[src/rtl/uart_pkg.sv]
// rtl/uart_pkg.sv - shared UART constants, receiver state encoding and baud divider helper
package uart_pkg;

  typedef enum logic [2:0] {
    IDLE,
    START,
    DATA,
    STOP,
    BREAK
  } rx_state_t;

  localparam int OVS          = 16;
  localparam int SAMPLE_POINT = 9;

  // Rounded clk_hz / (OVS * baud): clock cycles per oversample tick.
  function automatic int baud_div(input int clk_hz, input int baud);
    return (clk_hz + (OVS * baud) / 2) / (OVS * baud);
  endfunction

endpackage

[src/rtl/sync_fifo.sv]
// rtl/sync_fifo.sv - single-clock show-ahead FIFO; pointers wrap naturally, count is one bit wider
module sync_fifo #(
  parameter int WIDTH = 8,
  parameter int DEPTH = 8
) (
  input  logic             clk,
  input  logic             reset,
  input  logic             push,
  input  logic [WIDTH-1:0] din,
  input  logic             pop,
  output logic [WIDTH-1:0] dout,
  output logic             full,
  output logic             empty
);

  localparam int AW = $clog2(DEPTH);
  localparam logic [AW:0] FULL_CNT = (AW + 1)'(DEPTH);

  logic [WIDTH-1:0] mem [DEPTH];
  logic [AW-1:0]    wptr;
  logic [AW-1:0]    rptr;
  logic [AW:0]      count;
  logic             wr_en;
  logic             rd_en;

  assign full  = (count == FULL_CNT);
  assign empty = (count == '0);
  // A pop frees the slot in the same cycle, so a full FIFO still accepts a push alongside it.
  assign wr_en = push && (!full || pop);
  assign rd_en = pop && !empty;
  assign dout  = empty ? '0 : mem[rptr];

  always_ff @(posedge clk) begin
    if (wr_en) mem[wptr] <= din;
  end

  always_ff @(posedge clk or posedge reset) begin
    if (reset) begin
      wptr  <= '0;
      rptr  <= '0;
      count <= '0;
    end else begin
      if (wr_en) wptr <= wptr + 1'b1;
      if (rd_en) rptr <= rptr + 1'b1;
      case ({wr_en, rd_en})
        2'b10:   count <= count + 1'b1;
        2'b01:   count <= count - 1'b1;
        default: count <= count;
      endcase
    end
  end

endmodule

[src/rtl/uart_rx_fifo.sv]
// rtl/uart_rx_fifo.sv - 8N1 UART receiver with 16x oversampling, show-ahead receive FIFO and sticky error flags
module uart_rx_fifo
  import uart_pkg::*;
#(
  parameter int CLK_HZ     = 24000000,
  parameter int BAUD       = 115200,
  parameter int FIFO_DEPTH = 8
) (
  input  logic       clk,
  input  logic       reset,
  input  logic       rx,
  input  logic       rd,
  output logic [7:0] rdata,
  output logic       rx_valid,
  output logic       frame_err,
  output logic       overrun,
  input  logic       clr_err
);

  localparam int DIV = baud_div(CLK_HZ, BAUD);
  localparam int PW  = (DIV > 1) ? $clog2(DIV) : 1;
  localparam logic [PW-1:0] DIV_LAST = PW'(DIV - 1);
  localparam logic [3:0]    SC_SAMPLE = 4'(SAMPLE_POINT);

  logic            s1, s2, rs_prev;
  logic            rs;
  logic [PW-1:0]   pcnt;
  logic [3:0]      sc;
  logic            tick;
  logic            smp7, smp8;
  logic            maj;
  logic            sample_now;
  logic            start_det;
  rx_state_t       state;
  logic [2:0]      bit_idx;
  logic [7:0]      shreg;
  logic            push;
  logic            pop;
  logic            full;
  logic            empty;

  assign rs         = s2;
  assign tick       = (pcnt == DIV_LAST);
  assign start_det  = (state == IDLE) && rs_prev && !rs;
  assign sample_now = tick && (sc == SC_SAMPLE);
  assign maj        = (smp7 & smp8) | (smp7 & rs) | (smp8 & rs);
  assign pop        = rd && !empty;

  always_ff @(posedge clk or posedge reset) begin
    if (reset) begin
      s1      <= 1'b1;
      s2      <= 1'b1;
      rs_prev <= 1'b1;
    end else begin
      s1      <= rx;
      s2      <= s1;
      rs_prev <= s2;
    end
  end

  // Restarting the prescaler on the start edge centres the sc=7..9 window in every bit.
  always_ff @(posedge clk or posedge reset) begin
    if (reset) begin
      pcnt <= '0;
      sc   <= '0;
    end else if (start_det) begin
      pcnt <= '0;
      sc   <= '0;
    end else if (tick) begin
      pcnt <= '0;
      sc   <= sc + 4'd1;
    end else begin
      pcnt <= pcnt + 1'b1;
    end
  end

  always_ff @(posedge clk or posedge reset) begin
    if (reset) begin
      smp7 <= 1'b1;
      smp8 <= 1'b1;
    end else if (tick) begin
      if (sc == SC_SAMPLE - 4'd2) smp7 <= rs;
      if (sc == SC_SAMPLE - 4'd1) smp8 <= rs;
    end
  end

  always_ff @(posedge clk or posedge reset) begin
    if (reset) begin
      state     <= IDLE;
      bit_idx   <= '0;
      shreg     <= '0;
      push      <= 1'b0;
      frame_err <= 1'b0;
    end else begin
      push <= 1'b0;
      if (clr_err) frame_err <= 1'b0;
      case (state)
        IDLE: begin
          if (start_det) state <= START;
        end
        START: begin
          if (sample_now) begin
            if (!maj) begin
              state   <= DATA;
              bit_idx <= '0;
            end else begin
              state <= IDLE;
            end
          end
        end
        DATA: begin
          if (sample_now) begin
            shreg   <= {maj, shreg[7:1]};
            bit_idx <= bit_idx + 3'd1;
            if (bit_idx == 3'd7) state <= STOP;
          end
        end
        STOP: begin
          // Leaving at mid-stop lets the next start edge be caught without losing half a bit.
          if (sample_now) begin
            if (maj) begin
              push  <= 1'b1;
              state <= IDLE;
            end else begin
              frame_err <= 1'b1;
              state     <= BREAK;
            end
          end
        end
        BREAK: begin
          if (rs) state <= IDLE;
        end
        default: state <= IDLE;
      endcase
    end
  end

  always_ff @(posedge clk or posedge reset) begin
    if (reset) begin
      overrun <= 1'b0;
    end else begin
      if (clr_err) overrun <= 1'b0;
      if (push && full && !pop) overrun <= 1'b1;
    end
  end

  sync_fifo #(
    .WIDTH (8),
    .DEPTH (FIFO_DEPTH)
  ) u_fifo (
    .clk   (clk),
    .reset (reset),
    .push  (push),
    .din   (shreg),
    .pop   (pop),
    .dout  (rdata),
    .full  (full),
    .empty (empty)
  );

  assign rx_valid = !empty;

endmodule

[config.mk]
export PLATFORM = sky130hd
export DESIGN_NAME = uart_rx_fifo
export DESIGN_NICKNAME = d
export VERILOG_FILES = /design/src/rtl/uart_pkg.sv /design/src/rtl/sync_fifo.sv /design/src/rtl/uart_rx_fifo.sv
export SDC_FILE = /design/constraint.sdc
export NUM_CORES = 1
export LEC_CHECK = 0
export BUFFER_PORTS_ARGS = -buffer_cell sky130_fd_sc_hd__buf_2
export CAP_MARGIN = 20
export CELL_PAD_IN_SITES_DETAIL_PLACEMENT = 1
export CELL_PAD_IN_SITES_GLOBAL_PLACEMENT = 2
export CORE_UTILIZATION = 49
export CTS_CLUSTER_SIZE = 40
export DETAILED_ROUTE_END_ITERATION = 6
export GPL_ROUTABILITY_DRIVEN = 0
export MAX_ROUTING_LAYER = met4
export PLACE_DENSITY_LB_ADDON = 0.1
export RECOVER_POWER = 100
export SLEW_MARGIN = 0
export SYNTH_ARGS = -nofsm -noshare
export SYNTH_HDL_FRONTEND = slang
export SYNTH_SLANG_ARGS = --single-unit
[constraint.sdc]
create_clock -name clk -period 5 [get_ports clk]
set_input_delay 0.25 -clock clk [delete_from_list [all_inputs] [get_ports clk]]
set_output_delay 0.25 -clock clk [all_outputs]
set_load 0.02 [all_outputs]
* Word-level counts from Yosys, hierarchy flattened
Memories as Yosys holds them, arrays and structs flattened. Index checks and enable logic that the tools add are counted.
Word-level totals: register bits 40, bits in writable memories 64, output and inout port bits 11, logic and storage cells 102, memories kept 1
Memory list:
- u_fifo.mem | depth 8, bits a word 8, read ports 1, clocked after Yosys merged registers in 0, write ports 1, line sync_fifo.sv:19 | logic [WIDTH-1:0] mem [DEPTH];
Operators by class: add/subtract/negate cells 7, equal/unequal tests 19, multiplexer cells 30, bitwise operators 5, reduce and logical (&&, ||, !) cells 24
Operators by type and width (count):
- $mux 3 | 10
- $eq 4x4->1 const B | 4
- $mux 4 | 4
- $pmux 3 s5 | 1
- $ne 2x2->1 const B | 7
- $add 4x1->4 const B | 3
- $mux 1 | 11
- $add 3x1->3 const B | 3
- $logic_and 1x1->1 | 8
- $mux 8 | 1
- $pmux 4 s2 | 1
- $reduce_bool 2->1 | 4
- $eq 3x2->1 const B | 2
- $eq 3x3->1 const B | 2
- $pmux 3 s2 | 1
- $reduce_and 2->1 | 3
- $reduce_and 6->1 | 1
- $eq 4x3->1 const B | 1
- $logic_not 1->1 | 4
- $logic_not 4->1 | 1
- $reduce_and 4->1 | 1
- $sub 4x1->4 const B | 1
- $and 1x1->1 | 3
- $eq 3x1->1 const B | 1
- 6 further kinds | 7

* Depth between registers and ports, before layout
Gate-level depths: netlist of the first run.
depth in word-level cells 7, mapped depth 12

* Hierarchy
A second synthesis of the first run with hierarchy kept.
Unflattened totals: cell total of the unflattened synthesis 308, area total of the unflattened synthesis 4515.6 µm²
By module, submodules not included:
- sync_fifo | times used 1, cells each 187, area each 3118.0 µm², sequential area each 2172.1 µm²
- uart_rx_fifo | times used 1, cells each 121, area each 1397.6 µm², sequential area each 757.0 µm²

* Least setup slack after synthesis of the first run
Ideal clock, no wire load.
kind register -> register, start register u_fifo.count[0], end register u_fifo.count[3], setup time 79 ps, arrival time 2472 ps, required time 4921 ps, setup slack 2449 ps, cell stages (with the launch flop) 10, path buffers 2, period minus slack after synthesis 2551 ps, cells stage by stage dfrtp_1 -> buf_2 -> nor4_4 -> inv_2 -> and2_4 -> buf_6 -> ha_1 -> or3_2 -> o32ai_1 -> xor2_1
RTL lines:
- from (decl) | line sync_fifo.sv:22 | logic [AW:0] count;
- from (signal assigned) | line sync_fifo.sv:46 | 2'b10: count <= count + 1'b1;
- from (signal assigned) | line sync_fifo.sv:47 | 2'b01: count <= count - 1'b1;
- from (signal assigned) | line sync_fifo.sv:48 | default: count <= count;
- $logic_not 4->1 * | line sync_fifo.sv:27 | assign empty = (count == '0);
- $logic_not 1->1 *
- via rx_valid | line uart_rx_fifo.sv:14 | output logic rx_valid,
- $logic_and 1x1->1 | line uart_rx_fifo.sv:47 | assign pop = rd && !empty;
- $logic_and 1x1->1 * | line sync_fifo.sv:30 | assign rd_en = pop && !empty;
- via u_fifo.rd_en | line sync_fifo.sv:24 | logic rd_en;
- $eq 2x1->1 or $eq 2x2->1 (tied branches) | line sync_fifo.sv:45 | case ({wr_en, rd_en})
- $pmux 4 s2 or $reduce_bool 2->1 (tied branches)
Mark *: on every way through the listed nets, which the timed path passes. The rest lies on a longest branch. A chain may end at the register's enable or synchronous reset.

* Worst setup path in the final report of the first run
start register u_fifo.count[1], end register u_fifo.count[3]
Between the ends: word-level cells in the longest chain between the ends 7
RTL lines:
- $logic_not 4->1 | line sync_fifo.sv:27
- $logic_not 1->1 | line sync_fifo.sv:30, uart_rx_fifo.sv:47
- $logic_and 1x1->1 | line uart_rx_fifo.sv:47
- $logic_or 1x1->1 | line sync_fifo.sv:29 | assign wr_en = push && (!full || pop);
- $logic_and 1x1->1 | line sync_fifo.sv:29
- $eq 2x1->1 or $eq 2x2->1 (tied branches) | line sync_fifo.sv:45
- $pmux 4 s2 or $reduce_bool 2->1 (tied branches)
Several ways; a longest one is shown, not always the timed one.

==> flow_summary.yaml, run 1 <==
outcome:
  status: "finished, violations left"
  failed_checks: "capacitance limit, slew limit"
setup_path:
  critPathMaxFanout: 9
  crit_arrival_ns: 3.72
  crit_type: "reg -> reg"
  end_kind: "flip-flop"
  start_kind: "flip-flop"
  cpPeakStageDelay_ns: 1.32
  crit_slowest_cell: "nor4_1"
  cp.required_ns: 5.27
  crit_chain: "nor4_1, inv_2, and2_0, ha_1, or3_2, o32ai_1, xor2_1"
clock_network:
  clock_latency_ns: 0.35
  cts_resized: 0
  clk_path_buf_depth: 2
  htreeDepth: 3
  cts_root_buf: "clkbuf_8"
  clk_pin_slew_ns: 0.09
  post_cts_buffers: 0
  cts_sinks: 104
  cts_tree: "yes"
  cts_buffers: 9
timing:
  period_minus_slack_ns: 3.45
  skew_ns: 0.0110
  finalSetupViolations: 0
  rsz0062_at_grt: "false"
  slew_headroom: -0.477
  worst_pin_slew_ns: 2.21
  fmax_ghz: 0.290
  maxSlewViolCount: 62
  totalNegativeSetupSlack_ns: 0
  post-route-period-util: 0.690
  hold_viol_final: 0
layout:
  syn2layout_area_growth_pct: 6.98
  multi_input_area_um2: 1320
  fillers: 862
  drive_above_1_share: 0.191
  fin_nets: 311
  diodes: 0
  seq_area_um2: 2930
  instances_no_fill: 407
yosys:
  synth_flop_cell: "edfxtp_1"
  synth_edf_count: 64
  yosysSeqAreaShare: 0.667
  synth_area_leaders: "edfxtp_1 (44%), dfrtp_1 (20%), mux4_2 (8.2%)"
  synth.distinct_cells: 44
  synth_fp_nets: 288
  ys_top_cells_by_count: "edfxtp_1 (64), dfrtp_1 (35), nor2_1 (24)"
  synth_top_cell_area_share: 0.437
  yosysWarnings: 0
  syn_area_per_cell_um2: 16.2
  yosysMostFrequentCell: "edfxtp_1"
  synth_area_leader_cell: "edfxtp_1"
  synth-seq-cells: 104
  async_reset_ff_frac: 0.385
  synth_area_um2: 4390
  synthCells: 271
drt:
  totalWireLength_um: 7770
  dr.pass1.iters: 4
  antenna_left: 0
  drc_errors: 0
  drt_iter0_drc: 66
  dr_total_vias: 2239
  vias_per_cell: 5.50
  wl_per_cell_um: 19.1
place:
  port_buffers: 15
  dp_cells: 390
  place_hpwl_um: 5240
die:
  die_area_um2: 9350
  initial_utilization: 0.504
  fp.dieH_um: 96.7
  rows: 34
  die_w_um: 96.7
  core_area_um2: 8720
  pin_count: 16
power:
  leakage_uw: 0.00182
  power_density_nw_per_um2: 324
  peakVddDrop_mv: 0.193
min_path:
  hold_path_class: "in -> reg"
global_routing:
  grt_pass1_wl_um: 12700
  grt_max_degree: 41
  grt-ovfl-total: 0
  antenna_found_initial: 0
  grtUsageTotal: 0.186
  first_global_vias: 2338
run:
  max_cap_viol_count: 3
-- routing by layer --
layer	vias to the layer above	part of all wire	global-route usage
li1	1049	-	-
met4	0	0.0059	0.0344
met2	19	0.51	0.304
met1	1167	0.46	0.238
met3	4	0.025	0.0484
met5	-	0	-
-- placed cells by master (no fill, tap or decap), drive strengths merged, types with 2 or more instances in the layout --
cell	instances
nor4	2
nand4b	3
nand3	3
edfxtp	64
dfstp	5
clkinv	2
xor2	8
and2	2
or2	2
nand2b	4
nor2b	5
nor2	24
dfrtp	35
nand4	2
a21oi	5
o32ai	2
and3b	2
buf	5
a22o	2
or3	2
mux2i	8
inv	11
nand2	7
ha	12
mux4	16
nor3	6
clkbuf	29
mux2	14
o21ai	2
xnor2	6
-- through the flow --
| step | utilization | total power [uW] | setup slack (ns) | area, um2 | hold WS [ns] |
|---|---|---|---|---|---|
| after global routing | 0.539 | 1590 | 1.16 | 4700 | 0.0985 |
| after CTS | 0.548 | 1550 | 2.33 | 4780 | 0.0264 |
| after detailed placement | 0.527 | 1080 | 2.33 | 4590 | 0.347 |
| final | 0.539 | 1520 | 1.55 | 4700 | 0.0924 |
| after floorplan | - | 1050 | 2.45 | 4390 | 0.254 |
| after global placement | 0.527 | 1070 | 2.40 | 4590 | 0.353 |
-- critical path, delay by kind of cell (launching register included) --
family / cells / cell delay [ns]
AND/OR/NAND/NOR: 3 / 2.11
AO/OA/AOI/OAI: 1 / 0.16
adder cells (fa/ha/maj): 1 / 0.41
XOR/XNOR: 1 / 0.17
buffers and inverters: 1 / 0.05
flip-flops: 1 / 0.48
-- power breakdown --
group          leakage, uW  switching [uW]  total (uW)  internal, uW
sequential         0.00119            27.6         962           934
combinational     0.000542            52.2        96.1          43.9
clock            0.0000870             269         466           197
total              0.00182             349        1520          1180
-- repair_timing --
item / CTS / global route
hold buffers: 1 / 0
endpoints found under the setup margin: 0 / 0
endpoints found under the hold margin: 1 / 0
-- flip-flops by register name, indices dropped and copies added, names as in the netlist, 3 cells and up --
signal        flops
shreg             8
pcnt              4
u_fifo.rptr       3
state             3
bit_idx           3
sc                4
u_fifo.wptr       3
u_fifo.count      4
u_fifo.mem       64
-- cell type report --
class,instances,area share
Clock buffer,12,0.0309
Clock inverter,4,0.00639
Inverter,10,0.00799
Multi-Input combinational cell,146,0.281
Sequential cell,104,0.623
Tap cell,108,0.0287
Timing Repair Buffer,23,0.0216
-- cell families (layout without fill, tap and decap cells) --
logic type               Yosys count  in the layout  share of synthesized area
AO/OA/AOI/OAI                     15             15                     0.0271
XOR/XNOR                          14             14                     0.0279
adder cells (fa/ha/maj)           13             13                     0.0367
buffers and inverters             21             49                     0.0233
flip-flops                       104            104                      0.667
multiplexers                      38             38                      0.137
AND/OR/NAND/NOR                   66             66                     0.0814
-- final timing paths --
kind / endpoint / from / cells past startpoint / slack (ns)
worst max-delay path: u_fifo.count[3] / u_fifo.count[1] / 7 / 1.55
worst min-delay path: overrun / clr_err / 2 / 0.09
worst max register to register: u_fifo.count[3] / u_fifo.count[1] / 7 / 1.55
worst min register to register: rs / s1 / 0 / 0.37
max in group asynchronous: u_fifo.rptr[1] / reset / 3 / 3.04
min in group asynchronous: state[2] / reset / 3 / 0.70
Power figures use the tool's default switching activity.
==> inputs of run 2 (changes only) <==
--- a/config.mk
+++ b/config.mk
@@ -5,11 +5,12 @@
 export SDC_FILE = /design/constraint.sdc
 export NUM_CORES = 1
 export LEC_CHECK = 0
+export ABC_AREA = 1
 export BUFFER_PORTS_ARGS = -buffer_cell sky130_fd_sc_hd__buf_2
 export CAP_MARGIN = 20
 export CELL_PAD_IN_SITES_DETAIL_PLACEMENT = 1
 export CELL_PAD_IN_SITES_GLOBAL_PLACEMENT = 2
-export CORE_UTILIZATION = 49
+export CORE_UTILIZATION = 36
 export CTS_CLUSTER_SIZE = 40
 export DETAILED_ROUTE_END_ITERATION = 6
 export GPL_ROUTABILITY_DRIVEN = 0
==> constraint.sdc (replaced) <==
create_clock -name clk -period 2.9 [get_ports clk]
set_input_delay 0.145 -clock clk [delete_from_list [all_inputs] [get_ports clk]]
set_output_delay 0.145 -clock clk [all_outputs]
set_load 0.02 [all_outputs]
==> run 2 against run 1 <==
  * The flow now finishes without violations
  * Final area is 9.4% higher
  * Die area grew 41%
  * Global-route usage shrank 0.98 points
  * Routed wire length rose by 29%
  * Critical path depth up 7
  * Area after synthesis increased by 4.4%
  * First-iteration DRC count rose by 36%
  * Critical endpoint is now u_fifo.count[2]
  * Largest cell class unchanged
==> flow_summary.yaml, run 2 <==
outcome:
  status: "complete, no violations"
drt:
  drc_errors: 0
  wl_per_cell_um: 15.3
  drt_iter0_drc: 90
  top_layer_used: "met4"
  dr.pass1.iters: 4
  routedLengthMet1_um: 4620
  dr_total_vias: 3059
  vias_per_cell: 4.65
  wl_met3_um: 171
  totalWireLength_um: 10100
  met2_length_um: 5130
  antenna_left: 0
global_routing:
  grt_pass1_wl_um: 16800
  antenna_found_initial: 0
  grt-ovfl-total: 0
  first_global_vias: 3239
  grtUsageTotal: 0.176
  grt_max_degree: 34
setup_path:
  crit_arrival_ns: 2.62
  cpPeakStageDelay_ns: 0.42
  end_kind: "flip-flop"
  crit_slowest_cell: "dfrtp_1"
  cpMostUsedCell: "nand2_1"
  crit_type: "reg -> reg"
  crit_family: "simple AND/OR/NAND/NOR gates"
  cp_num_buf_inv: 3
  cp.required_ns: 3.13
  critPathMaxFanout: 10
  start_kind: "flip-flop"
  crit_chain: "nor2_1, nand2_1, inv_1, nand2_1, nand2_2, inv_1, ha_1, inv_1, nand2_1, nand2_1, ha_1, a21oi_1, xnor2_1, o21ai_0"
yosys:
  synth_top_cell_area_share: 0.419
  synth_top_family_by_area: "simple AND/OR/NAND/NOR gates"
  ys_top_cells_by_count: "nor2_1 (107), nand2_1 (85), edfxtp_1 (64)"
  synth_flop_cell: "edfxtp_1"
  yosysMostFrequentCell: "nor2_1"
  yosysWarnings: 0
  synthCells: 457
  synth_xor_area_frac: 0.0134
  syn_area_per_cell_um2: 10.0
  yosysSeqAreaShare: 0.638
  synth_edf_count: 64
  synth_compound_area_frac: 0.0586
  synth-simple-area-share: 0.209
  yosys.area_share.adder: 0.0327
  synth_area_leaders: "edfxtp_1 (42%), dfrtp_1 (19%), nor2_1 (8.8%)"
  synth_area_leader_cell: "edfxtp_1"
  synth_area_um2: 4590
  async_reset_ff_frac: 0.385
  synth_fp_nets: 474
  synth-seq-cells: 104
  synth.distinct_cells: 33
  synth_mux_area_frac: 0
die:
  die_w_um: 115
  fp.dieH_um: 115
  initial_utilization: 0.376
  die_area_um2: 13200
  core_area_um2: 12200
  rows: 40
  pin_count: 16
clock_network:
  cts_hold_buf: 1
  htreeDepth: 3
  cts_resized: 0
  cts_buffers: 9
  cts_sinks: 104
  cts_root_buf: "clkbuf_16"
  cts_tree: "yes"
  clk_pin_slew_ns: 0.07
  clock_latency_ns: 0.34
  post_cts_buffers: 0
  clk_path_buf_depth: 2
layout:
  layout_common_cells: "nor2_1 (107), nand2_1 (88), edfxtp_1 (64)"
  largest-register: "u_fifo.mem"
  drive_above_1_share: 0.0735
  fin_nets: 502
  diodes: 0
  layout_top_registers: "u_fifo.mem: 64 flops, shreg: 8 flops"
  fillers: 1420
  syn2layout_area_growth_pct: 12.1
  fin_util: 0.421
  final_common_cell: "nor2_1"
  largest_register_ffs: 64
power:
  combPwrFrac: 0.337
  power_density_nw_per_um2: 890
  swShare: 0.376
  pwr-share-seq: 0.396
  p_clk_frac: 0.267
  peakVddDrop_mv: 0.335
  switchingPower_uw: 1720
  p_int_uw: 2860
  leakage_uw: 0.00230
timing:
  period_minus_slack_ns: 2.40
  finalSetupViolations: 0
  slew_headroom: 0.402
  maxSlewViolCount: 0
  totalNegativeSetupSlack_ns: 0
  post-route-period-util: 0.827
  rsz0062_at_grt: "false"
  hold_viol_final: 0
  fmax_ghz: 0.417
  worst_pin_slew_ns: 0.896
  skew_ns: 0.00539
place:
  place_hpwl_um: 6670
  port_buffers: 15
min_path:
  hold_path_class: "in -> reg"
run:
  max_cap_viol_count: 0
## run 2: layout make-up
type | count | area, um2 | share of cell area
inverter | 36 | 135 | 0.0263
sequential | 104 | 2930 | 0.569
clock inverter | 5 | 45.0 | 0.00876
timing repair buffer | 31 | 148 | 0.0287
clock buffer | 11 | 264 | 0.0513
tap | 168 | 210 | 0.0409
multi-input combinational | 303 | 1410 | 0.275
## run 2: per-stage QoR
| stage | total power [uW] | hold slack (ns) | area [um2] | setup slack [ns] | std cells |
|---|---|---|---|---|---|
| 2_1_floorplan | 3050 | 0.149 | 4590 | 0.947 | 457 |
| 3_3_place_gp | 3440 | 0.253 | 4890 | 0.812 | 639 |
| 3_5_place_dp | 3480 | 0.252 | 4890 | 0.671 | 639 |
| 4_1_cts | 4730 | 0.0636 | 5210 | 0.653 | 656 |
| 5_1_grt | 4940 | 0.130 | 5140 | 0.232 | 658 |
| 6_report | 4580 | 0.0869 | 5140 | 0.501 | 658 |
## run 2: kinds of logic after synthesis
family / Yosys count
DFF: 104
xor gates and xnor gates: 7
AOI/OAI and AO/OA: 51
buffers and inverters: 50
and+or+nand+nor: 233
adders and majority gates: 12
## run 2: worst min-delay path: stages
cell	delay, ns
buf_2	0.07
inv_1	0.06
nand2_1	0.07
nand2_1	0.05
## run 2: final timing paths
| check | startpoint | end | slack, ns | depth (start not counted) |
|---|---|---|---|---|
| max | u_fifo.count[0] | u_fifo.count[2] | 0.50 | 14 |
| min | clr_err | overrun | 0.09 | 4 |
| max reg2reg | u_fifo.count[0] | u_fifo.count[2] | 0.50 | 14 |
| min reg2reg | s1 | rs | 0.36 | 0 |
| max in group asynchronous | reset | s1 | 1.04 | 5 |
| min in group asynchronous | reset | u_fifo.wptr[0] | 0.33 | 3 |
## run 2: layer usage
metal / GRT usage / vias up
li1: - / 1551
met1: 0.213 / 1476
met2: 0.301 / 20
met3: 0.0211 / 12
met4: 0.0701 / 0
met5: - / -
## run 2: power by group through the flow
| stage | Sequential (uW) | Clock [uW] | Combinational [uW] |
|---|---|---|---|
| floorplan | 1780 | 0 | 1270 |
| global placement | 1850 | 0 | 1590 |
| detailed placement | 1860 | 0 | 1620 |
| CTS | 1830 | 1270 | 1640 |
| global route | 1840 | 1310 | 1790 |
| finish | 1820 | 1220 | 1540 |
==> inputs of run 3 (changes only) <==
--- a/config.mk
+++ b/config.mk
@@ -5,12 +5,12 @@
 export SDC_FILE = /design/constraint.sdc
 export NUM_CORES = 1
 export LEC_CHECK = 0
-export ABC_AREA = 1
+export ABC_AREA = 0
 export BUFFER_PORTS_ARGS = -buffer_cell sky130_fd_sc_hd__buf_2
 export CAP_MARGIN = 20
 export CELL_PAD_IN_SITES_DETAIL_PLACEMENT = 1
 export CELL_PAD_IN_SITES_GLOBAL_PLACEMENT = 2
-export CORE_UTILIZATION = 36
+export CORE_UTILIZATION = 46
 export CTS_CLUSTER_SIZE = 40
 export DETAILED_ROUTE_END_ITERATION = 6
 export GPL_ROUTABILITY_DRIVEN = 0
==> constraint.sdc (replaced) <==
create_clock -name clk -period 2.5 [get_ports clk]
set_input_delay 0.125 -clock clk [delete_from_list [all_inputs] [get_ports clk]]
set_output_delay 0.125 -clock clk [all_outputs]
set_load 0.02 [all_outputs]
==> run 3 against run 2 <==
  * Setup slack worse by 0.34 ns
  * Clock power down 19%
  * Via count down 26%
  * Hold slack worse by 0.0081 ns
  * Sequential share of layout area up 3.5 points
  * Final area down 5.8%
  * First-iteration DRC count down 20%
  * Die area down 25%
  * Largest power group unchanged
==> flow_summary.yaml, run 3 (same netlist as run 1, synthesis figures left out) <==
outcome:
  status: "complete, no violations"
setup_path:
  crit_chain: "nor4_4, inv_2, and2_4, ha_1, or3_2, o32ai_1, xor2_1"
  timing.reg2reg.worst_path_depth: 7
  end_kind: "flip-flop"
  crit_cells: 7
  worstReg2RegEnd: "u_fifo.count[3]"
  reg2reg_from: "u_fifo.count[1]"
  cp_num_buf_inv: 1
  crit_family: "simple AND/OR/NAND/NOR gates"
  cp.required_ns: 2.79
  crit_arrival_ns: 2.63
  crit_slowest_cell: "dfrtp_2"
  cpPeakStageDelay_ns: 0.50
  start_kind: "flip-flop"
  r2r_slack_ns: 0.16
  crit_type: "reg -> reg"
  critPathMaxFanout: 8
clock_network:
  post_cts_buffers: 0
  clk_path_buf_depth: 2
  htreeDepth: 3
  cts_root_buf: "clkbuf_8"
  clock_latency_ns: 0.36
  cts_tree: "yes"
  cts_sinks: 104
  cts_buffers: 9
  clk_pin_slew_ns: 0.10
power:
  leakage_uw: 0.00189
  peakVddDrop_mv: 0.406
  power.total_uw: 3110
  power_density_nw_per_um2: 641
min_path:
  min_to: "overrun"
  min-delay-start: "rd"
  whs_path_depth: 3
  hold_path_class: "in -> reg"
timing:
  skew_ns: 0.00884
  period_minus_slack_ns: 2.34
  finalSetupViolations: 0
  finalWorstSetupSlack_ns: 0.159
  slew_headroom: 0.341
  worst_pin_slew_ns: 0.989
  rsz0062_at_grt: "false"
  hold_viol_final: 0
  maxSlewViolCount: 0
  post-route-period-util: 0.937
  fmax_ghz: 0.427
layout:
  stdcell_area_um2: 4850
  instances_no_fill: 439
  largest-register: "u_fifo.mem"
  fillers: 900
  final_common_cell: "edfxtp_1"
  drive_above_1_share: 0.226
  fin_util: 0.524
  syn2layout_area_growth_pct: 10.3
  layout_top_registers: "u_fifo.mem: 64 flops, shreg: 8 flops"
  diodes: 0
  layout_common_cells: "edfxtp_1 (64), dfrtp_1 (34), nor2_1 (24)"
  largest_register_ffs: 64
  fin_nets: 322
drt:
  antenna_left: 0
  vias_per_cell: 5.16
  drc_errors: 0
  drt_iter0_drc: 72
  totalWireLength_um: 7770
  dr_total_vias: 2267
  wl_per_cell_um: 17.7
  dr.pass1.iters: 4
die:
  initial_utilization: 0.476
  pin_count: 16
  rows: 35
  core_area_um2: 9240
  die_w_um: 99.7
  fp.dieH_um: 99.7
  die_area_um2: 9950
global_routing:
  antenna_found_initial: 0
  grt_max_degree: 41
  grt_pass1_wl_um: 12800
  grt-ovfl-total: 0
  first_global_vias: 2406
  grtUsageTotal: 0.183
place:
  place_hpwl_um: 5320
  port_buffers: 15
  dp_cells: 420
  pre_cts_ws_ns: 0.159
  detailed_place.area_um2: 4690
run:
  max_cap_viol_count: 0
run 3: cell types whose count changed in the layout (fill, tap and decap cells not counted), moves of 10 or more:
| cell | delta |
|---|---|
| clkbuf_16 | -10 |
| o21ai_0 | -25 |
| o21ai_1 | -17 |
| nor2_1 | -83 |
| inv_1 | -24 |
| nand3_1 | -27 |
| nand2_1 | -81 |
| mux2_2 | +13 |
| mux4_2 | +16 |
run 3: worst min-delay path, delay by kind of cell:
kind | cells | cell delay, ns
compound gates | 1 | 0.07
buf+inv | 1 | 0.10
simple gates | 1 | 0.11
run 3: worst max path at each step:
stage,startpoint,endpoint
final,u_fifo.count[1],u_fifo.count[3]
after global routing,u_fifo.count[0],u_fifo.mem[1][5]
after CTS,u_fifo.count[1],u_fifo.count[3]
after detailed placement,u_fifo.count[1],u_fifo.count[3]
after global placement,u_fifo.count[1],u_fifo.count[2]
after floorplan,u_fifo.count[0],u_fifo.count[3]
run 3: per-layer routing:
metal	global-route usage	vias to the layer above	routed length [um]
met3	0.0379	9	144
li1	-	1070	-
met5	-	-	0
met1	0.233	1167	3630
met4	0.0543	0	99
met2	0.298	21	3900
run 3: area by class of cell:
cell class,count,area [um2],area share
clock buffers,9,124,0.0256
clock inverters,7,65.1,0.0134
inverters,10,37.5,0.00775
multi-input cells,146,1360,0.280
flip-flops and latches,104,2930,0.605
well taps,129,161,0.0333
repair buffers,34,170,0.0351
run 3: where the power goes:
part	total [uW]	leakage, uW	internal [uW]	switching (uW)
registers	1920	0.00119	1870	54.5
logic	198	0.000598	91.7	106
clock network	987	0.0000973	383	603
total	3110	0.00189	2340	764
run 3: per-stage QoR:
stage / TNS, ns / hold slack (ns)
floorplan: -0.0705 / 0.129
global placement: 0 / 0.233
detailed placement: 0 / 0.240
CTS: 0 / 0.0669
global route: 0 / 0.0859
finish: 0 / 0.0789
run 3: repair_timing:
action | in CTS | in global routing
resized for setup | 0 | 1
setup endpoints to repair | 0 | 1
hold buffers | 3 | 0
endpoints found under the hold margin | 38 | 0
